==> config.mk <==
export PLATFORM = sky130hd
export DESIGN_NAME = frame_config_sequencer
export DESIGN_NICKNAME = d
export VERILOG_FILES = /design/src/rtl/frame_cfg_pkg.sv /design/src/rtl/frame_strobe_gen.sv /design/src/rtl/frame_config_sequencer.sv
export SDC_FILE = /design/constraint.sdc
export NUM_CORES = 1
export LEC_CHECK = 0
export ABC_AREA = 1
export ABC_CLOCK_PERIOD_IN_PS = 3800
export CORE_MARGIN = 5
export CORE_UTILIZATION = 40
export CTS_BUF_LIST = sky130_fd_sc_hd__clkbuf_8 sky130_fd_sc_hd__clkbuf_16
export CTS_CLUSTER_SIZE = 25
export DETAILED_ROUTE_END_ITERATION = 7
export PLACE_DENSITY_LB_ADDON = 0.05
export SETUP_SLACK_MARGIN = 0.2
export SLEW_MARGIN = 40
export SYNTH_ARGS = -nofsm -noshare
export SYNTH_HDL_FRONTEND = slang
export SYNTH_SLANG_ARGS = --single-unit
==> constraint.sdc <==
create_clock -name CLK -period 3.8 [get_ports CLK]
set_input_delay 0.95 -clock CLK [delete_from_list [all_inputs] [get_ports CLK]]
set_output_delay 0.95 -clock CLK [all_outputs]
set_load 0.03 [all_outputs]
==> src/rtl/frame_cfg_pkg.sv <==
// frame_cfg_pkg: shared state encoding and header field layout for the frame config sequencer
package frame_cfg_pkg;
  typedef enum logic [1:0] {HDR, DATA, SETTLE, STROBE} state_t;
  localparam logic [7:0] SYNC_BYTE = 8'hFA;
  localparam int SYNC_LO = 24;
  localparam int COL_LO = 16;
  localparam int FRM_LO = 8;
endpackage

==> src/rtl/frame_strobe_gen.sv <==
// frame_strobe_gen: one-hot frame strobe held for StrobeCycles cycles, with done on its final cycle
module frame_strobe_gen #(
  parameter int MaxFramesPerCol = 20,
  parameter int StrobeCycles = 2
) (
  input  logic clk,
  input  logic rst,
  input  logic start,
  input  logic abort,
  input  logic [$clog2(MaxFramesPerCol)-1:0] frame,
  output logic [MaxFramesPerCol-1:0] strobe,
  output logic done
);
  localparam int NW = $clog2(StrobeCycles + 1);
  logic [NW-1:0] cnt;
  assign done = |strobe && cnt == '0;
  always_ff @(posedge clk or posedge rst)
    if (rst) begin
      strobe <= '0;
      cnt <= '0;
    end else if (abort || done) begin
      strobe <= '0;
      cnt <= '0;
    end else if (start) begin
      strobe <= MaxFramesPerCol'(1) << frame;
      cnt <= NW'(StrobeCycles - 1);
    end else if (|strobe) begin
      cnt <= cnt - 1'b1;
    end
endmodule

==> src/rtl/frame_config_sequencer.sv <==
// frame_config_sequencer: decodes frame headers, loads rows onto FrameData, then commits with one FrameStrobe pulse
module frame_config_sequencer
  import frame_cfg_pkg::*;
#(
  parameter int FrameBitsPerRow = 32,
  parameter int MaxFramesPerCol = 20,
  parameter int NumRows = 16,
  parameter int NumColumns = 16,
  parameter int StrobeCycles = 2
) (
  input  logic CLK,
  input  logic RST,
  input  logic [31:0] WriteData,
  input  logic WriteValid,
  output logic WriteReady,
  input  logic Abort,
  input  logic ErrClear,
  output logic [FrameBitsPerRow-1:0] FrameData_O,
  output logic [NumRows-1:0] RowLoad,
  output logic [$clog2(NumColumns)-1:0] ColSel,
  output logic [MaxFramesPerCol-1:0] FrameStrobe_O,
  output logic Busy,
  output logic HdrError,
  output logic [15:0] FramesDone
);
  localparam int CW = $clog2(NumColumns);
  localparam int FW = $clog2(MaxFramesPerCol);
  localparam int RW = $clog2(NumRows);
  state_t state;
  logic [RW-1:0] row;
  logic [FW-1:0] frame;
  logic accept, hdr_ok, strobe_done;
  assign WriteReady = (state == HDR || state == DATA) && !Abort;
  assign accept = WriteValid && WriteReady;
  assign Busy = state != HDR;
  assign hdr_ok = WriteData[SYNC_LO +: 8] == SYNC_BYTE
               && int'(WriteData[COL_LO +: 8]) < NumColumns
               && int'(WriteData[FRM_LO +: 8]) < MaxFramesPerCol;
  frame_strobe_gen #(.MaxFramesPerCol(MaxFramesPerCol), .StrobeCycles(StrobeCycles)) u_strobe (
    .clk(CLK),
    .rst(RST),
    .start(state == SETTLE && !Abort),
    .abort(Abort),
    .frame(frame),
    .strobe(FrameStrobe_O),
    .done(strobe_done)
  );
  always_ff @(posedge CLK or posedge RST)
    if (RST) begin
      state <= HDR;
      row <= '0;
      frame <= '0;
      ColSel <= '0;
      FrameData_O <= '0;
      RowLoad <= '0;
      HdrError <= 1'b0;
      FramesDone <= '0;
    end else begin
      RowLoad <= '0;
      HdrError <= (state == HDR && accept && !hdr_ok) || (HdrError && !ErrClear);
      if (Abort) state <= HDR;
      else case (state)
        HDR: if (accept && hdr_ok) begin
          ColSel <= WriteData[COL_LO +: CW];
          frame <= WriteData[FRM_LO +: FW];
          row <= '0;
          state <= DATA;
        end
        DATA: if (accept) begin
          FrameData_O <= WriteData[FrameBitsPerRow-1:0];
          RowLoad <= NumRows'(1) << row;
          row <= row + 1'b1;
          state <= row == RW'(NumRows - 1) ? SETTLE : DATA;
        end
        SETTLE: state <= STROBE;
        STROBE: if (strobe_done) begin
          FramesDone <= FramesDone + 1'b1;
          state <= HDR;
        end
        default: state <= HDR;
      endcase
    end
endmodule
==> results.py <==
metrics = {
    "worst_setup_path": {
        "worstSetupEndpointType": "output port",
        "critical_path_class": "in2out",
        "crit_arrival_ns": 2.28,
        "worstPathRequired_ns": 2.85,
        "crit_path_start_kind": "input port",
        "crit_fanout": 3,
        "r2r-start": "state[1]$_DFFE_PP0P_",
        "critPathLaunch": "Abort",
    },
    "die": {
        "core_area_mm2": 0.0114,
        "floorplan.initialDensity_pct": 40.9,
        "dieArea_mm2": 0.0139,
        "die-width_um": 118,
        "die_h_um": 118,
        "ios": 128,
        "rows": 39,
    },
    "logic_synthesis": {
        "ys_seq_elements": 102,
        "synth_edf_count": 0,
        "synthXorXnorAreaFrac_pct": 3.00,
        "synth.distinct_cells": 34,
        "syn_nets": 581,
        "synth_top_area_share_pct": 54.6,
        "synthesis.instances": 536,
        "synth_seq_area_share_pct": 54.6,
        "ys_top_cells_by_area": "dfrtp_1, nand2_1, nor2_1, inv_1, nand3_1",
        "synthArstFlopShare_pct": 100,
        "synth-compound-area-share_pct": 8.14,
        "yosysWarnings": 0,
        "synth_most_common_cell": "nand2_1",
        "yosys.area.top_type": "dfrtp_1",
        "synth_commonest_cells": "nand2_1, dfrtp_1, nor2_1",
        "ys.flop_type": "dfrtp_1",
        "avgSynthCellArea_um2": 8.72,
        "synth_top_family_by_area": "simple AND/OR/NAND/NOR gates",
        "synthAdderAreaFrac_pct": 2.14,
        "muxShareOfSynthArea_pct": 0,
        "syn_area_mm2": 0.00467,
        "synth_simple_gate_area_share_pct": 25.3,
    },
    "layout": {
        "insertedDiodeCount": 0,
        "drive_gt1_share_pct": 6.62,
        "nNetsFinal": 705,
        "syn2layout_area_growth_pct": 36.2,
        "instances_no_fill": 808,
        "final_area_mm2": 0.00636,
        "n_fill_cell": 1056,
    },
    "flow_run": {
        "maxCapViolCount": 0,
    },
    "timing": {
        "hold_viol": 0,
        "clock-skew-final_ns": 0.00423,
        "tightest_slew_ns": 0.742,
        "timing.final.crit_period_ns": 3.23,
        "fin_ws_ns": 0.565,
        "fmax_mhz": 309,
        "slew_violations": 0,
        "tns_ns": 0,
        "rsz0062_at_grt": "no",
        "relSlewSlack_pct": 50.4,
        "period_share_pct": 85.1,
        "setup_violations": 0,
    },
    "power_and_ir_drop": {
        "powerDensity_mw_per_mm2": 447,
        "total_leakage_power_uw": 0.00289,
        "ir_drop_v": 0.000283,
    },
    "placement": {
        "dp_cells": 792,
        "dp_hpwl_mm": 8.23,
        "numPortBuffers": 127,
        "dp_slack_ns": 0.562,
        "gp_congestion": 0.854,
        "place_area_mm2": 0.00603,
    },
    "clock_tree": {
        "cts_buffers": 9,
        "htreeDepth": 3,
        "clock_tree.root_cell": "clkbuf_16",
        "cts_resized": 0,
        "cts_buffer_depth": 2,
        "clk_pin_slew_worst_paths_ns": 0.06,
        "postCtsSetupRepairBufs": 0,
        "clkSinkCount": 102,
        "cts_tree": "yes",
        "insertion_delay_ns": 0.34,
        "hold_buffers": 0,
    },
    "global_routing": {
        "grt_usage_pct": 16.4,
        "grt_pass1_wl_mm": 19.1,
        "antenna_found_initial": 0,
        "grt_pass1_vias": 3830,
        "grt_max_degree": 79,
        "gr-total-overflow": 0,
    },
    "route": {
        "vias": 3832,
        "drtPass1Iterations": 4,
        "drc": 0,
        "first_iter_violations": 257,
        "drt-total-wl_mm": 11.2,
        "wl_per_cell_um": 13.8,
        "routed_via_density": 4.74,
        "antenna_left": 0,
    },
    "worst_hold_path": {
        "hold_class": "reg2reg",
        "min-delay-start": "FrameData_O[27]$_DFFE_PP0P_",
    },
    "status": {
        "status": "finished clean",
    },
}
==> stage by stage <==
stage / hold WS (ns) / total power [uW] / utilization (%)
finish: 0.476 / 2850 / 55.7
detailed placement: 0.460 / 1860 / 52.8
floorplan: 0.504 / 1590 / -
CTS: 0.477 / 2890 / 55.7
global placement: 0.455 / 1860 / 52.8
global route: 0.506 / 2980 / 55.7
==> cell families after synthesis <==
group	after synthesis
AND/OR/NAND/NOR	277
flip-flops	102
buffers and inverters	68
AO/OA/AOI/OAI	65
XOR/XNOR	16
adder cells (fa/ha/maj)	8
==> flip-flops by register name, summed over array words and instances, names as in the netlist, 2 cells and up <==
signal	count
FramesDone	16
ColSel	4
row	4
RowLoad	16
FrameData_O	32
state	2
u_strobe.strobe	20
u_strobe.cnt	2
frame	5
==> critical path, cell delays in order <==
cell and delay, ns:
clkdlybuf4s50_1 0.49, nor2_4 0.16, clkdlybuf4s50_1 0.69
==> metal layers <==
layer / wire [um] / global-route usage, % / share of wire, % / up-vias
met5: 0 / 0 / 0 / -
met4: 150 / 5.88 / 1.3 / 0
met3: 763 / 5.48 / 6.8 / 12
met2: 5320 / 25.8 / 48 / 93
met1: 4940 / 21.1 / 44 / 1784
li1: - / - / - / 1943
==> cell usage in the layout, fill, tap and decap left out, types with 8 or more instances in the layout <==
master,instances
nand3_1,33
dfrtp_1,102
clkbuf_16,9
inv_1,46
ha_1,8
nor3_1,12
clkdlybuf4s50_1,127
nor2_1,54
a21oi_2,9
nand2_1,160
o21ai_0,24
xnor2_1,10
o21ai_1,13
a21oi_1,10
==> report_power, final <==
part           total [uW]  internal, uW  leakage [uW]  switching, uW
logic                 590           237       0.00135            353
clock network        1010           627      0.000170            382
registers            1250          1180       0.00137           65.6
==> layout make-up <==
type / instances / area (um^2) / share of cell area (%)
Sequential cell: 102 / 2550 / 40.1
Multi-Input combinational cell: 366 / 1800 / 28.3
Timing Repair Buffer: 128 / 1290 / 20.3
Clock buffer: 12 / 267 / 4.19
Inverter: 53 / 203 / 3.18
Tap cell: 143 / 179 / 2.81
Clock inverter: 4 / 68.8 / 1.08
==> worst paths after layout <==
kind / to / slack (ns) / cells after the start
min reg2reg: FrameData_O[27]$_DFFE_PP0P_ / 0.48 / 2
max in group asynchronous: FramesDone[9]$_DFFE_PP0P_ / 2.02 / 3
max: WriteReady / 0.57 / 3
max reg2reg: row[3]$_DFFE_PP0P_ / 1.76 / 7
min in group asynchronous: u_strobe.strobe[15]$_DFFE_PP0P_ / 1.00 / 2
min: FrameData_O[27]$_DFFE_PP0P_ / 0.48 / 2
No activity file was read; power rests on OpenSTA's default activity.
